### src/rtl/piece_mover.sv
// Falling-piece mover: builds spawn/move/rotate candidates,
// bounds-checks them and commits or rejects on the checker verdict.
module piece_mover #(
    parameter int CHECK_LAT = 1
) (
    input  logic        clk,
    input  logic        rst,
    input  logic        spawn,
    input  logic [15:0] spawn_float,
    input  logic [3:0]  spawn_x,
    input  logic [4:0]  spawn_y,
    input  logic        move_left,
    input  logic        move_right,
    input  logic        move_down,
    input  logic        rotate,
    output logic [3:0]  cand_x,
    output logic [4:0]  cand_y,
    output logic [15:0] cand_float,
    input  logic        valid,
    output logic [3:0]  cur_x,
    output logic [4:0]  cur_y,
    output logic [15:0] cur_float,
    output logic        active,
    output logic        ready,
    output logic        ack,
    output logic        ok,
    output logic        lock,
    output logic        game_over
);

    typedef enum logic [1:0] {S_IDLE, S_CHECK, S_DECIDE} state_t;
    typedef enum logic [2:0] {
        OP_SPAWN, OP_ROT, OP_LEFT, OP_RIGHT, OP_DOWN
    } op_t;

    state_t      state_q, state_d;
    op_t         op_q, op_d;
    logic [7:0]  cnt_q, cnt_d;
    logic [3:0]  cand_x_q, cand_x_d, cur_x_q, cur_x_d;
    logic [4:0]  cand_y_q, cand_y_d, cur_y_q, cur_y_d;
    logic [15:0] cand_f_q, cand_f_d, cur_f_q, cur_f_d;
    logic        active_q, active_d, ready_q, ready_d;
    logic        ack_q, ack_d, ok_q, ok_d;
    logic        lock_q, lock_d, go_q, go_d;

    logic [15:0] rot_float;
    logic        inb;
    logic        accept;
    logic signed [5:0] x_s, y_s, col_s, row_s;

    // clockwise rotation of the committed pattern
    always_comb begin
        rot_float = '0;
        for (int r = 0; r < 4; r++) begin
            for (int c = 0; c < 4; c++) begin
                rot_float[4*r+c] = cur_f_q[4*c+3-r];
            end
        end
    end

    // every set cell of the candidate must land on the 10x20 board;
    // y = 31 stands for one row below the floor
    always_comb begin
        inb   = 1'b1;
        x_s   = {2'b00, cand_x_q};
        y_s   = (cand_y_q == 5'h1f) ? 6'h3f : {1'b0, cand_y_q};
        col_s = '0;
        row_s = '0;
        for (int i = 0; i < 16; i++) begin
            col_s = x_s - 6'sd3 + $signed(6'(i % 4));
            row_s = y_s - 6'sd3 + $signed(6'(i / 4));
            if (cand_f_q[i] &&
                (col_s < 6'sd0 || col_s > 6'sd9 ||
                 row_s < 6'sd0 || row_s > 6'sd19)) begin
                inb = 1'b0;
            end
        end
    end

    assign accept = valid & inb;

    // request capture, check countdown and commit/reject decision
    always_comb begin
        state_d  = state_q;
        op_d     = op_q;
        cnt_d    = cnt_q;
        cand_x_d = cand_x_q;
        cand_y_d = cand_y_q;
        cand_f_d = cand_f_q;
        cur_x_d  = cur_x_q;
        cur_y_d  = cur_y_q;
        cur_f_d  = cur_f_q;
        active_d = active_q;
        ready_d  = ready_q;
        ack_d    = 1'b0;
        ok_d     = 1'b0;
        lock_d   = 1'b0;
        go_d     = 1'b0;
        unique case (state_q)
            S_IDLE: begin
                cand_x_d = cur_x_q;
                cand_y_d = cur_y_q;
                cand_f_d = cur_f_q;
                if (spawn) begin
                    op_d     = OP_SPAWN;
                    cand_x_d = spawn_x;
                    cand_y_d = spawn_y;
                    cand_f_d = spawn_float;
                end else if (rotate) begin
                    op_d     = OP_ROT;
                    cand_f_d = rot_float;
                end else if (move_left) begin
                    op_d     = OP_LEFT;
                    cand_x_d = cur_x_q - 4'd1;
                end else if (move_right) begin
                    op_d     = OP_RIGHT;
                    cand_x_d = cur_x_q + 4'd1;
                end else begin
                    op_d     = OP_DOWN;
                    cand_y_d = cur_y_q - 5'd1;
                end
                if (spawn || (active_q && (rotate || move_left ||
                              move_right || move_down))) begin
                    state_d = S_CHECK;
                    cnt_d   = '0;
                    ready_d = 1'b0;
                end else begin
                    op_d     = op_q;
                    cand_x_d = cand_x_q;
                    cand_y_d = cand_y_q;
                    cand_f_d = cand_f_q;
                end
            end
            S_CHECK: begin
                if (cnt_q == 8'(CHECK_LAT - 1)) begin
                    state_d = S_DECIDE;
                end else begin
                    cnt_d = cnt_q + 8'd1;
                end
            end
            S_DECIDE: begin
                state_d = S_IDLE;
                ready_d = 1'b1;
                ack_d   = 1'b1;
                ok_d    = accept;
                if (accept) begin
                    cur_x_d = cand_x_q;
                    cur_y_d = cand_y_q;
                    cur_f_d = cand_f_q;
                end
                if (op_q == OP_SPAWN) begin
                    active_d = accept;
                    go_d     = ~accept;
                end else if (op_q == OP_DOWN && !accept) begin
                    active_d = 1'b0;
                    lock_d   = 1'b1;
                end
            end
            default: state_d = S_IDLE;
        endcase
    end

    // state and registered outputs
    always_ff @(posedge clk) begin
        if (rst) begin
            state_q  <= S_IDLE;
            op_q     <= OP_SPAWN;
            cnt_q    <= '0;
            cand_x_q <= '0;
            cand_y_q <= '0;
            cand_f_q <= '0;
            cur_x_q  <= '0;
            cur_y_q  <= '0;
            cur_f_q  <= '0;
            active_q <= 1'b0;
            ready_q  <= 1'b1;
            ack_q    <= 1'b0;
            ok_q     <= 1'b0;
            lock_q   <= 1'b0;
            go_q     <= 1'b0;
        end else begin
            state_q  <= state_d;
            op_q     <= op_d;
            cnt_q    <= cnt_d;
            cand_x_q <= cand_x_d;
            cand_y_q <= cand_y_d;
            cand_f_q <= cand_f_d;
            cur_x_q  <= cur_x_d;
            cur_y_q  <= cur_y_d;
            cur_f_q  <= cur_f_d;
            active_q <= active_d;
            ready_q  <= ready_d;
            ack_q    <= ack_d;
            ok_q     <= ok_d;
            lock_q   <= lock_d;
            go_q     <= go_d;
        end
    end

    assign cand_x     = cand_x_q;
    assign cand_y     = cand_y_q;
    assign cand_float = cand_f_q;
    assign cur_x      = cur_x_q;
    assign cur_y      = cur_y_q;
    assign cur_float  = cur_f_q;
    assign active     = active_q;
    assign ready      = ready_q;
    assign ack        = ack_q;
    assign ok         = ok_q;
    assign lock       = lock_q;
    assign game_over  = go_q;

endmodule
### config.mk
export PLATFORM = sky130hd
export DESIGN_NAME = piece_mover
export DESIGN_NICKNAME = d
export VERILOG_FILES = /design/src/rtl/piece_mover.sv
export SDC_FILE = /design/constraint.sdc
export NUM_CORES = 1
export LEC_CHECK = 0
export ABC_AREA = 1
export CORE_AREA = 4 4 100 102
export CTS_CLUSTER_DIAMETER = 150
export CTS_CLUSTER_SIZE = 30
export DETAILED_ROUTE_END_ITERATION = 8
export DIE_AREA = 0 0 104 106
export HOLD_SLACK_MARGIN = 0.15
export PLACE_DENSITY = 0.73
export SETUP_SLACK_MARGIN = 0.02
export SLEW_MARGIN = 20
export SYNTH_ARGS = -nofsm -noshare
export SYNTH_HDL_FRONTEND = slang
export SYNTH_SLANG_ARGS = --single-unit
### constraint.sdc
create_clock -name clk -period 2.86 [get_ports clk]
set_input_delay 0.572 -clock clk [delete_from_list [all_inputs] [get_ports clk]]
set_output_delay 0.572 -clock clk [all_outputs]
set_load 0.05 [all_outputs]
# ---- After elaboration in Yosys (flattened, before gate mapping)
# Cells that the tools add are included.
dict set report word_totals {
  regBits 69
  in_bits 33
  output_inout_bits 56
  wordCells 171
}
dict set report classes {
  add_sub_neg 12
  magnitude_cmp 16
  eq_ne 7
  muxes 43
  bitwise_logic 4
  n_reduce_logical 74
}
# op count
set ops {}
lappend ops {{$lt A6 B1 Y1 const B} 7}
lappend ops {{$logic_or A1 B1 Y1} 40}
lappend ops {{$mux W16} 2}
lappend ops {{$gt A6 B6 Y1 const B} 4}
lappend ops {{$mux W1} 21}
lappend ops {{$mux W5} 4}
lappend ops {{$gt A6 B5 Y1 const B} 3}
lappend ops {{$logic_and A1 B1 Y1} 18}
lappend ops {{$mux W4} 4}
lappend ops {{$mux W8} 2}
lappend ops {{$pmux W8 S2} 1}
lappend ops {{$add A5 B3 Y6 const B} 2}
lappend ops {{$add A6 B3 Y6 const B} 2}
lappend ops {{$mux W3} 4}
lappend ops {{$reduce_and A2 Y1} 5}
lappend ops {{$add A8 B1 Y8 const B} 1}
lappend ops {{$logic_not A8 Y1} 1}
lappend ops {{$add A5 B2 Y6 const B} 1}
lappend ops {{$add A6 B2 Y6 const B} 1}
lappend ops {{$mux W6} 1}
lappend ops {{$ne A2 B2 Y1 const B} 3}
lappend ops {{$reduce_bool A2 Y1} 3}
lappend ops {{$reduce_or A3 Y1} 2}
lappend ops {{$sub A6 B3 Y6 const B} 1}
lappend ops {{20 further kinds} 23}

# ---- Logic depth before layout (Yosys ltp)
dict set report depth {
  word_depth 28
  depth_mapped 21
  ltp_nobuf 19
}

# ---- Worst setup path before layout
# Ideal clock, no wire load.
dict set report synth_path {
  path_kind {register -> register}
  from {register cand_y_q[1], in the netlist cand_y[1]}
  to {register cur_f_q[0], in the netlist cur_float[0]}
  setup_ns 0.117
  t_arrival_ns 2.943
  required_time_ns 2.743
  setup_slack_ns -0.200
  path_stages_with_launch 19
  n_path_buf 2
  period_less_slack_ns 3.060
  cell_sequence {dfxtp_1 clkbuf_1 ha_1 xnor2_1 ha_1 inv_1 nor2_1 nand3_1 xor2_2 nand2_1 nand2_1 nand2_1 nor2_2 nand2_2 nor2_4 buf_6 nand3_1 nand2_1 nor2_1}
}
dict set report synth_between {
  elab_chain_len 25
  word_cells_on_any_way 80
  classes_between {4 x add/sub; 8 x order compare; 1 x eq/ne; 17 x mux; 1 x bitwise; 49 x reduce/logical}
}
# item line
set synth_lines {}
lappend synth_lines {{start, declared} 40} ;# logic [4:0] cand_y_q, cand_y_d, cur_y_q, cur_y_d;
lappend synth_lines {{start signal, assigned} 186} ;# cand_y_q <= cand_y_d;
lappend synth_lines {{$eq A5 B5 Y1} 66} ;# y_s = (cand_y_q == 5'h1f) ? 6'h3f : {1'b0, cand_y_q};
lappend synth_lines {{$mux W6 *} 66}
lappend synth_lines {{$sub A6 B3 Y6 *} 71} ;# row_s = y_s - 6'sd3 + $signed(6'(i / 4));
lappend synth_lines {{branches (longest 19 deep; another with $add A6 B2 Y6)} n/a}
lappend synth_lines {{$mux W1 *} 72} ;# if (cand_f_q[i] &&
lappend synth_lines {{$and A1 B1 Y1 *} 80} ;# assign accept = valid & inb;
lappend synth_lines {{$reduce_and A2 Y1 (no line) *} n/a}
lappend synth_lines {{end signal, assigned} 190} ;# cur_f_q <= cur_f_d;
lappend synth_lines {{end, declared} 41} ;# logic [15:0] cand_f_q, cand_f_d, cur_f_q, cur_f_d;
# Mark *: on every way between the ends.
# A chain may end at the register's enable or synchronous reset.

# ---- Worst setup path after layout
dict set report layout_path {
  from {register cand_x_q[1], in the netlist cand_x[1]}
  to {register cur_y_q[0], in the netlist cur_y[0]}
}
dict set report layout_between {
  elab_chain_len 24
  word_cells_on_any_way 82
  classes_between {4 x add/sub; 8 x order compare; 16 x mux; 1 x bitwise; 53 x reduce/logical}
}
# item line
set layout_lines {}
lappend layout_lines {{start, declared} 39} ;# logic [3:0] cand_x_q, cand_x_d, cur_x_q, cur_x_d;
lappend layout_lines {{start signal, assigned} 185} ;# cand_x_q <= cand_x_d;
lappend layout_lines {{$sub A4 B2 Y5 *} 70} ;# col_s = x_s - 6'sd3 + $signed(6'(i % 4));
lappend layout_lines {{$add A5 B2 Y6 (tied with other cells)} 70}
lappend layout_lines {{$lt A6 B1 Y1 (tied with other cells)} 73} ;# (col_s < 6'sd0 || col_s > 6'sd9 ||
lappend layout_lines {{$logic_or A1 B1 Y1} 73}
lappend layout_lines {{$logic_or A1 B1 Y1 (on tied branches)} {73, 74}}
lappend layout_lines {{$logic_or A1 B1 Y1 or $logic_and A1 B1 Y1 (tied branches)} {74, 72}}
lappend layout_lines {{$logic_and A1 B1 Y1 or $mux W1 (tied branches)} 72}
lappend layout_lines {{$mux W1 (14 in a row)} 72}
lappend layout_lines {{$mux W1 *} 72}
lappend layout_lines {{$and A1 B1 Y1 *} 80}
lappend layout_lines {{$reduce_and A2 Y1 (no line) *} n/a}
lappend layout_lines {{end signal, assigned} 189} ;# cur_y_q <= cur_y_d;
lappend layout_lines {{end, declared} 40}
# Every way passes the cells marked *; elsewhere a longest branch is shown, timed or not.

==> results_dict.tcl <==
set metrics [dict create \
    p_per_area_nw_per_um2 447 \
    grt_start_max_net_pins 53 \
    synth_cell_type_count 46 \
    p_leak_nw 2.33 \
    crit_fanout 7 \
    routed_wl_mm 13.8 \
    path_cells "clkinvlp_4 > ha_4 > inv_1 > ha_1 > a21oi_2 > nand2_1 > nand2_1 > nand2_1 > nand2_2 > nand2_1 > nand2_1 > nand2_1 > nor2_2 > nand3_2 > nor2_4 > buf_12 > clkbuf_16 > nand3_1 > nand2_1 > nor2_1" \
    overflow 0 \
    io_pins 89 \
    diodes 0 \
    routed-via-count 4693 \
    dp.cells 813 \
    setup.worst_path.start "cand_x[1]$_SDFFE_PP0P_" \
    cts.clk_slew.worst_paths_ns 0.07 \
    grt_antenna_before_repair 0 \
    routedWlPerCell_um 16.4 \
    path_class "flop to flop" \
    postRouteAntennaNets 0 \
    slowest_delay_ns 0.40 \
    critPathRequiredTime_ns 3.10 \
    dpl.hpwl_mm 9.84 \
    detail_route.first_pass.iterations 7 \
    areaGrowthSynthToFinish_pct 33.3 \
    yosys_most_used_dff "dfxtp_1" \
    critPathTopFamily "simple AND/OR/NAND/NOR gates" \
    status "finished, final reports clean" \
    synth-warning-count 0 \
    track_usage_pct 23.2 \
    maxCapViolCount 0 \
    dpl_cell_area_sq_um 5200 \
    place_congestion 0.919 \
    die_y_um 106 \
    drive_gt1_share_pct 11.5 \
    post-place-ws_ns 0.106 \
    worst_pin_slew_ns 0.526 \
    drc 0 \
    netlist_area_sq_um 4220 \
    syn_nets 681 \
    synth_top_cell_by_area "dfxtp_1" \
    setup_violations 0 \
    num_rows 35 \
    crit_path_end_kind "flop" \
    ys_async_sr_fraction_pct 0 \
    synth_enable_flop_cells 0 \
    fillCellCount 804 \
    clk_latency_ns 0.34 \
    maxSlewHeadroom_pct 64.8 \
    finalNonFillerCells 842 \
    core_sq_um 9110 \
    whs_path_depth 2 \
    seqCellArea_sq_um 1390 \
    die_w_um 104 \
    clock_sinks 69 \
    r2r-start "cand_x[1]$_SDFFE_PP0P_" \
    final_common_cell "nand2_1" \
    reg2reg_slack_ns 0.16 \
    multi_input_area_sq_um 2470 \
    synth_cells 628 \
    setup_slack_ns 0.159 \
    arrival_ns 2.94 \
    cts_hold_buf 0 \
    crit_slowest_cell "dfxtp_4" \
    layout_common_cells "nand2_1, clkdlybuf4s50_1, nand3_1, dfxtp_1, inv_1" \
    final_nets 781 \
    finClkSkew_ns 0.00614 \
    numPortBuffers 88 \
    first_iter_violations 514 \
    timing.critical_path.to "cur_y[0]$_SDFFE_PP0P_" \
    cp.buffers_inverters 4 \
    h-tree-depth 3 \
    die_area_sq_um 11000 \
    post-route-period-util_pct 94.5 \
    start_kind "flop" \
    avgSynthCellArea_sq_um 6.72 \
    crit_top_cell "nand2_1" \
    reg2reg_depth 20 \
    period_needed_ns 2.70 \
    clk_path_buf_depth 2 \
    fin_area_sq_um 5620 \
    start_util_pct 46.3 \
    ys_ff_latch 69 \
    tritoncts "built" \
    cp.depth 20 \
    ir_drop_v 0.000252 \
    grt_pass1_wl_mm 21.0 \
    r2r_end "cur_y[0]$_SDFFE_PP0P_" \
    grt_pass1_vias 4239 \
    yosysSeqAreaShare_pct 32.7 \
    fmax_mhz 370 \
    synth_top_area_share_pct 32.7 \
    cts_made_buffers 9 \
    synth.top_cells.by_area "dfxtp_1, nand2_1, nand3_1" \
    hold_viol 0 \
    hp-class "flop to flop" \
    maxSlewViolCount 0 \
    vias_per_cell 5.57 \
    root_buffer "clkbuf_8" \
]
tightest hold or removal path, cell delays in order (launching register included):
cell	delay [ns]
dfxtp_1	0.31
inv_1	0.07
a21oi_1	0.06
worst min path at each step:
stage | start | end | slack (ns)
after floorplan | op_q[2]$_SDFFE_PP0P_ | op_q[2]$_SDFFE_PP0P_ | 0.45
after global placement | op_q[2]$_SDFFE_PP0P_ | op_q[2]$_SDFFE_PP0P_ | 0.46
after detailed placement | op_q[2]$_SDFFE_PP0P_ | op_q[2]$_SDFFE_PP0P_ | 0.46
after CTS | op_q[2]$_SDFFE_PP0P_ | op_q[2]$_SDFFE_PP0P_ | 0.47
after global routing | op_q[2]$_SDFFE_PP0P_ | op_q[2]$_SDFFE_PP0P_ | 0.50
final | op_q[2]$_SDFFE_PP0P_ | op_q[2]$_SDFFE_PP0P_ | 0.47
metal layers:
| metal | up-vias | global-route usage [%] | routed length (um) |
|---|---|---|---|
| met2 | 227 | 38.2 | 6560 |
| met5 | - | 0 | 0 |
| met1 | 2165 | 31.2 | 5980 |
| li1 | 2278 | - | - |
| met4 | 0 | 9.50 | 303 |
| met3 | 23 | 2.43 | 998 |
metrics by stage:
| stage | power, W | util, % | hold WS, ns | setup TNS [ns] |
|---|---|---|---|---|
| floorplan | 0.00153 | - | 0.447 | 0 |
| global placement | 0.00173 | 57.1 | 0.460 | 0 |
| detailed placement | 0.00174 | 57.1 | 0.461 | 0 |
| CTS | 0.00243 | 58.9 | 0.473 | 0 |
| global route | 0.00263 | 61.7 | 0.499 | -0.264 |
| finish | 0.00251 | 61.7 | 0.474 | 0 |
report_power, final:
group	internal, W	total (W)	switching (W)
sequential	0.000994	0.00103	0.0000408
clock	0.000350	0.000698	0.000348
combinational	0.000299	0.000778	0.000479
registers in the layout, summed over array words and instances, names as in the netlist, 2 cells and up:
signal	cells
cur_y	5
cnt_q	8
cur_float	16
op_q	3
cand_y	5
cand_float	16
state_q	2
cur_x	4
cand_x	4
synthesized netlist by cell type, types with 3 or more instances:
library cell	instances
xnor2_1	4
clkbuf_1	16
xor2_1	4
nand4_1	7
nand2_1	161
o21a_1	3
inv_1	62
nor3_1	10
nand3_1	76
ha_1	20
nor2_1	50
a21oi_1	35
buf_6	5
o22ai_1	21
dfxtp_1	69
nor2_2	4
inv_2	3
o211ai_1	3
o32ai_1	3
buf_1	3
nand2_2	7
o21ai_0	30
area by class of cell:
class,count,share of cell area (%)
sequential,69,24.8
tap,111,2.47
clock buffer,12,2.76
multi-input combinational,463,43.9
timing repair buffer,119,21.4
clock inverter,2,0.178
inverter,66,4.47
logic make-up after synthesis:
family	share of synthesized area, %
flip-flops	32.7
XOR/XNOR	2.05
buffers and inverters	10.3
AO/OA/AOI/OAI	15.2
AND/OR/NAND/NOR	33.8
adder cells (fa/ha/maj)	5.93
timing repair:
| action | 4_1_cts | 5_1_grt |
|---|---|---|
| endpoints found under the setup margin | 0 | 28 |
| setup buffers | 0 | 10 |
| resized for setup | 0 | 16 |
Power figures use the tool's default switching activity.
